[src/rtl/lut_table_loader_if.sv]
`default_nettype none
// ============================================================================
// Module      : lut_table_loader_if
// Description : Configuration, lookup and (optional) readback bundle for the
//               runtime-loadable neuron truth table. The rb_* members exist
//               only when LUT_LOADER_READBACK_EN is defined.
// Revision    : 1.0 - initial release
// ============================================================================
interface lut_table_loader_if #(
  parameter int IN_BITS  = 7,
  parameter int OUT_BITS = 2,
  parameter int ENTRIES  = 4
);
  logic                         cfg_start;
  logic                         cfg_valid;
  logic                         cfg_ready;
  logic [ENTRIES*OUT_BITS-1:0]  cfg_data;
  logic                         cfg_done;
  logic                         loaded;
  logic                         in_valid;
  logic [IN_BITS-1:0]           in_data;
  logic                         out_valid;
  logic [OUT_BITS-1:0]          out_data;
  logic                         err;
`ifdef LUT_LOADER_READBACK_EN
  logic                         rb_req;
  logic [IN_BITS-1:0]           rb_addr;
  logic                         rb_valid;
  logic [OUT_BITS-1:0]          rb_data;
`endif

  // Configuration source / lookup requester side
  modport master (
    output cfg_start, cfg_valid, cfg_data, in_valid, in_data,
    input  cfg_ready, cfg_done, loaded, out_valid, out_data, err
`ifdef LUT_LOADER_READBACK_EN
    , output rb_req, rb_addr
    , input  rb_valid, rb_data
`endif
  );

  // Table block side
  modport slave (
    input  cfg_start, cfg_valid, cfg_data, in_valid, in_data,
    output cfg_ready, cfg_done, loaded, out_valid, out_data, err
`ifdef LUT_LOADER_READBACK_EN
    , input  rb_req, rb_addr
    , output rb_valid, rb_data
`endif
  );
endinterface
`default_nettype wire

[src/rtl/lut_table_loader.sv]
`default_nettype none
// ============================================================================
// Module      : lut_table_loader
// Description : Runtime-programmable neuron truth table. A beat stream packs
//               ENTRIES table entries per beat into a 2^IN_BITS x OUT_BITS
//               distributed RAM; once loaded, registered one-cycle lookups
//               behave like a fixed neuron ROM.
//               Optional feature macro: LUT_LOADER_READBACK_EN adds an
//               independent readback port (rb_*) usable in any state.
// Revision    : 1.0 - initial release
// ============================================================================
module lut_table_loader #(
  parameter int IN_BITS  = 7,
  parameter int OUT_BITS = 2,
  parameter int ENTRIES  = 4
) (
  input  wire                 clk,
  input  wire                 rst_n,
  lut_table_loader_if.slave   bus
);

  localparam int DEPTH  = 1 << IN_BITS;
  localparam int LOG_E  = $clog2(ENTRIES);
  localparam int BEAT_W = IN_BITS - LOG_E;
  localparam logic [BEAT_W-1:0] LAST_BEAT = {BEAT_W{1'b1}};

  typedef enum logic [1:0] {
    S_IDLE = 2'd0,
    S_LOAD = 2'd1,
    S_RUN  = 2'd2
  } state_t;

  state_t                state_q;
  logic [BEAT_W-1:0]     beat_q;
  logic                  cfg_ready_q;
  logic                  cfg_done_q;
  logic                  loaded_q;
  logic                  out_valid_q;
  logic [OUT_BITS-1:0]   out_data_q;
  logic                  err_q;

  // Table storage; intentionally has no reset.
  logic [OUT_BITS-1:0]   mem [DEPTH];

  // A beat is written only when it is accepted and not overridden by a restart.
  logic                  w_wr;
  logic [IN_BITS-1:0]    w_base;

  assign w_wr   = (state_q == S_LOAD) && bus.cfg_valid && !bus.cfg_start;
  assign w_base = IN_BITS'(beat_q) << LOG_E;

  // Write all slices of an accepted beat into consecutive table entries.
  always_ff @(posedge clk) begin
    if (w_wr) begin
      for (int j = 0; j < ENTRIES; j++) begin
        mem[w_base | IN_BITS'(j)] <= bus.cfg_data[j*OUT_BITS +: OUT_BITS];
      end
    end
  end

  // Load-sequencing FSM plus registered lookup path.
  always_ff @(posedge clk or negedge rst_n) begin
    if (!rst_n) begin
      state_q     <= S_IDLE;
      beat_q      <= '0;
      cfg_ready_q <= 1'b0;
      cfg_done_q  <= 1'b0;
      loaded_q    <= 1'b0;
      out_valid_q <= 1'b0;
      out_data_q  <= '0;
      err_q       <= 1'b0;
    end else begin
      cfg_done_q <= 1'b0;
      err_q      <= 1'b0;

      case (state_q)
        S_IDLE, S_RUN: begin
          if (bus.cfg_start) begin
            state_q     <= S_LOAD;
            beat_q      <= '0;
            cfg_ready_q <= 1'b1;
            loaded_q    <= 1'b0;
          end
        end
        S_LOAD: begin
          if (bus.cfg_start) begin
            // Restart wins even over a last-beat transfer.
            beat_q <= '0;
            err_q  <= 1'b1;
          end else if (bus.cfg_valid) begin
            if (beat_q == LAST_BEAT) begin
              state_q     <= S_RUN;
              beat_q      <= '0;
              cfg_ready_q <= 1'b0;
              cfg_done_q  <= 1'b1;
              loaded_q    <= 1'b1;
            end else begin
              beat_q <= beat_q + BEAT_W'(1);
            end
          end
        end
        default: begin
          state_q     <= S_IDLE;
          beat_q      <= '0;
          cfg_ready_q <= 1'b0;
          loaded_q    <= 1'b0;
        end
      endcase

      // Lookups use the pre-edge state: the cycle entering RUN is not loaded.
      out_valid_q <= bus.in_valid;
      if (bus.in_valid) begin
        if (state_q == S_RUN) begin
          out_data_q <= mem[bus.in_data];
        end else begin
          out_data_q <= '0;
          err_q      <= 1'b1;
        end
      end
    end
  end

  assign bus.cfg_ready = cfg_ready_q;
  assign bus.cfg_done  = cfg_done_q;
  assign bus.loaded    = loaded_q;
  assign bus.out_valid = out_valid_q;
  assign bus.out_data  = out_data_q;
  assign bus.err       = err_q;

`ifdef LUT_LOADER_READBACK_EN
  logic                rb_valid_q;
  logic [OUT_BITS-1:0] rb_data_q;

  // Independent readback mux; returns pre-write contents during a load.
  always_ff @(posedge clk or negedge rst_n) begin
    if (!rst_n) begin
      rb_valid_q <= 1'b0;
      rb_data_q  <= '0;
    end else begin
      rb_valid_q <= bus.rb_req;
      if (bus.rb_req) begin
        rb_data_q <= mem[bus.rb_addr];
      end
    end
  end

  assign bus.rb_valid = rb_valid_q;
  assign bus.rb_data  = rb_data_q;
`endif

endmodule
`default_nettype wire

[src/flat_wrapper.sv]
// flat-port wrapper written by rule: the top's interface ports become plain ports
module lut_table_loader_flat 
#(
  parameter int IN_BITS  = 7,
  parameter int OUT_BITS = 2,
  parameter int ENTRIES  = 4
)
  (clk, rst_n, bus_cfg_start, bus_cfg_valid, bus_cfg_data, bus_in_valid, bus_in_data, bus_cfg_ready, bus_cfg_done, bus_loaded, bus_out_valid, bus_out_data, bus_err);
  lut_table_loader_if #(.IN_BITS(IN_BITS), .OUT_BITS(OUT_BITS), .ENTRIES(ENTRIES)) bus_i ();
  input  wire clk;
  input  wire rst_n;
  input wire logic [$bits(bus_i.cfg_start)-1:0] bus_cfg_start;
  input wire logic [$bits(bus_i.cfg_valid)-1:0] bus_cfg_valid;
  input wire logic [$bits(bus_i.cfg_data)-1:0] bus_cfg_data;
  input wire logic [$bits(bus_i.in_valid)-1:0] bus_in_valid;
  input wire logic [$bits(bus_i.in_data)-1:0] bus_in_data;
  output wire logic [$bits(bus_i.cfg_ready)-1:0] bus_cfg_ready;
  output wire logic [$bits(bus_i.cfg_done)-1:0] bus_cfg_done;
  output wire logic [$bits(bus_i.loaded)-1:0] bus_loaded;
  output wire logic [$bits(bus_i.out_valid)-1:0] bus_out_valid;
  output wire logic [$bits(bus_i.out_data)-1:0] bus_out_data;
  output wire logic [$bits(bus_i.err)-1:0] bus_err;
  assign bus_i.cfg_start = bus_cfg_start;
  assign bus_i.cfg_valid = bus_cfg_valid;
  assign bus_i.cfg_data = bus_cfg_data;
  assign bus_i.in_valid = bus_in_valid;
  assign bus_i.in_data = bus_in_data;
  assign bus_cfg_ready = bus_i.cfg_ready;
  assign bus_cfg_done = bus_i.cfg_done;
  assign bus_loaded = bus_i.loaded;
  assign bus_out_valid = bus_i.out_valid;
  assign bus_out_data = bus_i.out_data;
  assign bus_err = bus_i.err;
  lut_table_loader #(.IN_BITS(IN_BITS), .OUT_BITS(OUT_BITS), .ENTRIES(ENTRIES)) u_core (.clk(clk), .rst_n(rst_n), .bus(bus_i));
endmodule
[config.mk]
export PLATFORM = sky130hd
export DESIGN_NAME = lut_table_loader_flat
export DESIGN_NICKNAME = d
export VERILOG_FILES = /design/src/rtl/lut_table_loader_if.sv /design/src/rtl/lut_table_loader.sv /design/src/flat_wrapper.sv
export SDC_FILE = /design/constraint.sdc
export NUM_CORES = 1
export LEC_CHECK = 0
export CAP_MARGIN = 20
export CORE_MARGIN = 2
export CORE_UTILIZATION = 30
export DETAILED_ROUTE_END_ITERATION = 7
export GPL_TIMING_DRIVEN = 0
export SLEW_MARGIN = 20
export SYNTH_ARGS = -nofsm -noshare
export SYNTH_HDL_FRONTEND = slang
export SYNTH_SLANG_ARGS = --single-unit
[constraint.sdc]
create_clock -name clk -period 5.6 [get_ports clk]
set_clock_uncertainty 0.2 [all_clocks]
set_input_delay 1.4 -clock clk [delete_from_list [all_inputs] [get_ports clk]]
set_output_delay 1.4 -clock clk [all_outputs]
set_load 0.05 [all_outputs]
# After elaboration in Yosys (flattened, before gate mapping)
# Memories as Yosys holds them, arrays and structs flattened.
# Index checks and enable logic that the tools add are counted.
# totals
reg_bits	14
ram_bits	256
word_cells	56
out_inout_bits	7
n_memories	1
inputBits	20
# memory_table
name	depth	word_bits	read_ports	rd_clocked_by_memory_dff	write_ports	line	rtl
u_core.mem	128	2	1	0	4	lut_table_loader.sv:43	logic [OUT_BITS-1:0] mem [DEPTH];
# classes
n_mux	31
n_reduce_logical	7
eq_ne	8
n_addsub	1
# op_table
op	n
$mux W5	4
$mux W1	18
$mux W2	5
$pmux W5 S2	1
$ne A2 B2 Y1 const B	4
$add A5 B1 Y5 const B	1
$eq A5 B5 Y1 const B	1
$pmux W1 S2	2
$pmux W2 S2	1
$reduce_and A4 Y1	1
$ne A3 B3 Y1 const B	1
$eq A2 B1 Y1 const B	1
$eq A2 B2 Y1 const B	1
$logic_and A1 B1 Y1	2
$logic_not A2 Y1	1
$reduce_and A2 Y1	1
$reduce_or A2 Y1	1
$logic_not A1 Y1	1

# Longest topological paths before layout
# depth
depth_word	5
depth_mapped	10
depth_no_buf	8

# Least setup slack after synthesis
# No wires, ideal clock.
# synth_path
kind	input to register
start	input bus_cfg_start
end	memory u_core.mem[104][0] (enable)
t_arrival_ps	2659
path_stages	4
setup_ps	370
setup_slack_ps	2370
path_buffers	1
required_ps	5030
cell_sequence	clkbuf_1 nor3_1 nand2_1 nor2_1
# synth_lines
item	line	rtl
start: declaration	flat_wrapper.sv:12	input wire logic [$bits(bus_i.cfg_start)-1:0] bus_cfg_start;
end: declaration	lut_table_loader.sv:43	

==> key figures <==
Run
  – Max_cap viols: 0

Critical path
  – CP Data Required Time: 5550 ps
  – Slowest CP cell: nor2_1
  – Worst path max stage delay: 750 ps
  – Max FO, Critical Path: 8
  – Buf/Inv on CP: 2
  – Critical Path AT: 3830 ps
  – Cells along the critical path: clkdlybuf4s50_1 -> inv_1 -> nor3_1 -> nand2_1 -> nor2_1
  – Setup Crit Path Kind: input port to register
  – CP endpoint kind: register
  – Crit-path leading delay family: simple AND/OR/NAND/NOR gates
  – Worst Setup Start Kind: input port

Synthesis
  – Synth Register Bits: 270
  – Primary FF master, synth: edfxtp_1
  – Number of enable flip-flop cells after synthesis: 256
  – Synth warn: 0
  – Post-synthesis sequential area ratio: 74.04%
  – Cells after synthesis: 602
  – Post-Syn Area per Cell: 18.03 µm²
  – Cell variety after synth: 47
  – Syn nets: 627
  – Post-Syn Area: 10,860 µm²
  – Post-synthesis async set-or-reset flop share: 5.185%

STA
  – Worst-Margin Slew: 775.9 ps
  – Final Hold Viols: 0
  – Final-report max-slew violation count: 0
  – Setup TNS: 0 ps
  – Tmin final: 3879 ps
  – Endpoints failing setup: 0
  – RSZ-0062 raised after global routing: no
  – Worst slew margin: 48.08%
  – Highest clock rate: 257.8 MHz
  – Tcrit/Tclk final: 69.26%

Power and ir drop
  – Overall power: 4.230 mW
  – Cell Pwr Density: 334.1 nW/µm²
  – Leakage: 4.157 nW
  – Maximum vdd drop: 0.2202 mV

Clock tree
  – Post-cts resize count: 0
  – Clk_lat worst skew: 540 ps
  – # clock sinks: 270
  – H-tree Lvls: 1
  – Clk slew on worst S/H paths: 60 ps
  – Hold_buf cts: 0
  – Root Buffer: clkbuf_16
  – Cts bufs inserted: 27
  – CTS tree: built
  – Post-CTS Setup Inserts: 0
  – CTS Buffer Depth: 3

Layout
  – Net count reported at finish: 686
  – Synthesis-to-finish area growth: 16.66%
  – N_diodes: 0
  – Design Area, Final: 12,660 µm²
  – Most frequent cells in the layout: edfxtp_1 (256), nor2_1 (48), mux2i_1 (46), mux4_2 (37), nand2_1 (32)
  – Commonest non-fill, non-tap cell in the layout: edfxtp_1
  – Layout cells sized above 1: 17.89%
  – Fill cell count: 3,349

Floorplan
  – Core area: 35,570 µm²
  – Num rows: 69
  – Initial Util: 30.52%
  – Die Area: 37,720 µm²
  – Io pins: 27
  – Die outline width: 194.2 µm
  – Die Y: 194.2 µm

Placed design
  – Cell Area, Placed: 11,800 µm²
  – IO buf count: 22
  – Placer Congestion: 0.7839
  – Hpwl dp: 16,030 µm

Global routing
  – Antenna violations before repair: 0
  – First-pass GRT wire length: 37,170 µm
  – Vias in the first global route: 5,818
  – Grt ovf: 0
  – Global Route Usage Sum: 13.08%
  – Largest net degree at the start of global routing: 26

Detailed routing
  – Total wire length: 25,140 µm
  – DRT iter0 DRCs: 507
  – Mean routed wirelength per cell: 21.99 µm
  – Via count: 5,754
  – ANT nets after route: 0
  – Drt first pass iters: 5
  – DRC violations left: 0
  – Vias/cell: 5.034

Run status
  – Status: finished clean

Min path
  – Worst hold path class: register to register
report_power, final:
part	total, mW	internal [mW]	switching (mW)
combinational	0.240	0.0890	0.151
sequential	2.22	2.22	0.00310
clock	1.77	1.02	0.752
cell usage after synthesis (2+ instances only):
| cell | instances | share of area (%) |
|---|---|---|
| a221oi_1 | 6 | 0.48 |
| buf_2 | 11 | 0.51 |
| a22o_1 | 2 | 0.16 |
| a32oi_1 | 2 | 0.16 |
| o21ai_0 | 9 | 0.41 |
| nand4_1 | 6 | 0.35 |
| edfxtp_1 | 256 | 71 |
| a21oi_1 | 19 | 0.88 |
| mux2i_1 | 46 | 4.2 |
| buf_6 | 3 | 0.31 |
| o31ai_1 | 2 | 0.14 |
| ha_1 | 5 | 0.58 |
| o22ai_1 | 4 | 0.23 |
| mux4_2 | 37 | 7.7 |
| a211oi_2 | 2 | 0.23 |
| nand2_1 | 32 | 1.1 |
| nand2b_1 | 5 | 0.29 |
| dfrtp_1 | 14 | 3.2 |
| a22oi_1 | 12 | 0.83 |
| mux4_1 | 5 | 1.2 |
| nand3b_1 | 4 | 0.28 |
| buf_4 | 5 | 0.35 |
| a211oi_1 | 2 | 0.14 |
| nor3_1 | 3 | 0.14 |
| mux2_2 | 4 | 0.41 |
| inv_1 | 7 | 0.24 |
| nor2_1 | 48 | 1.7 |
| or3_1 | 2 | 0.12 |
| nor2b_1 | 6 | 0.35 |
| clkbuf_1 | 6 | 0.21 |
| nand3_1 | 11 | 0.51 |
| and3_1 | 2 | 0.12 |
| o221ai_1 | 4 | 0.32 |
| a31oi_1 | 7 | 0.40 |
per-layer routing:
metal,track usage (%),share of wire (%),vias up
met5,0,0,-
met4,3.591,2.1,0
met3,1.722,5.0,36
met2,21.67,48,163
met1,18.12,45,3009
li1,-,-,2546
per-stage QoR:
step	std cells	hold WS [ps]	utilization, %	setup WS (ps)
2_1_floorplan	602	281.5	-	2370
3_3_place_gp	1085	311.8	32.76	1188
3_5_place_dp	1093	315.1	33.16	1174
4_1_cts	1143	324.2	35.60	1721
5_1_grt	1143	372.7	35.60	1572
6_report	1143	321.8	35.60	1721
worst reg2reg max path: stages, from the launching register on:
cell and delay [ps]:
dfrtp_1 420, inv_1 170, nand2_1 130, nor3_1 510, nand2_1 520, nor2_1 750
cell families after synthesis:
kind of cell / count (synthesis) / share of synthesized area [%]
compound gates: 74 / 4.622
fa+ha+maj: 5 / 0.5763
buf+inv: 36 / 1.913
flops: 270 / 74.04
mux: 92 / 13.54
simple gates: 125 / 5.302
final cells by class:
type                       count  area [µm²]  area share (%)
buffer                        28       177.7           1.403
clock inverter                22       188.9           1.492
clock buffer                  28       679.4           5.365
tap                          461       576.8           4.555
inverter                       8       30.03          0.2371
timing repair buffer          30       362.8           2.865
multi-input combinational    296        2610           20.61
sequential                   270        8038           63.47
flip-flops by register name, indices dropped and copies added (netlist names):
signal and flops:
u_core.bus.loaded 1, u_core.bus.out_data 2, u_core.beat_q 5, u_core.bus.cfg_done 1
u_core.mem 256, u_core.state_q 2, u_core.bus.cfg_ready 1, u_core.bus.out_valid 1
u_core.bus.err 1
worst paths after layout:
| kind | from | endpoint | slack (ps) | cells past startpoint |
|---|---|---|---|---|
| max | bus_cfg_valid | u_core.mem[60][1] | 1720 | 5 |
| min | u_core.state_q[0] | u_core.state_q[0] | 320 | 1 |
| max reg2reg | u_core.state_q[1] | u_core.mem[60][1] | 2540 | 5 |
| min reg2reg | u_core.state_q[0] | u_core.state_q[0] | 320 | 1 |
| max in group asynchronous | rst_n | u_core.beat_q[3] | 3630 | 1 |
| min in group asynchronous | rst_n | u_core.bus.out_data[0] | 1110 | 1 |
Note: power is estimated with default switching activity, not from simulation.
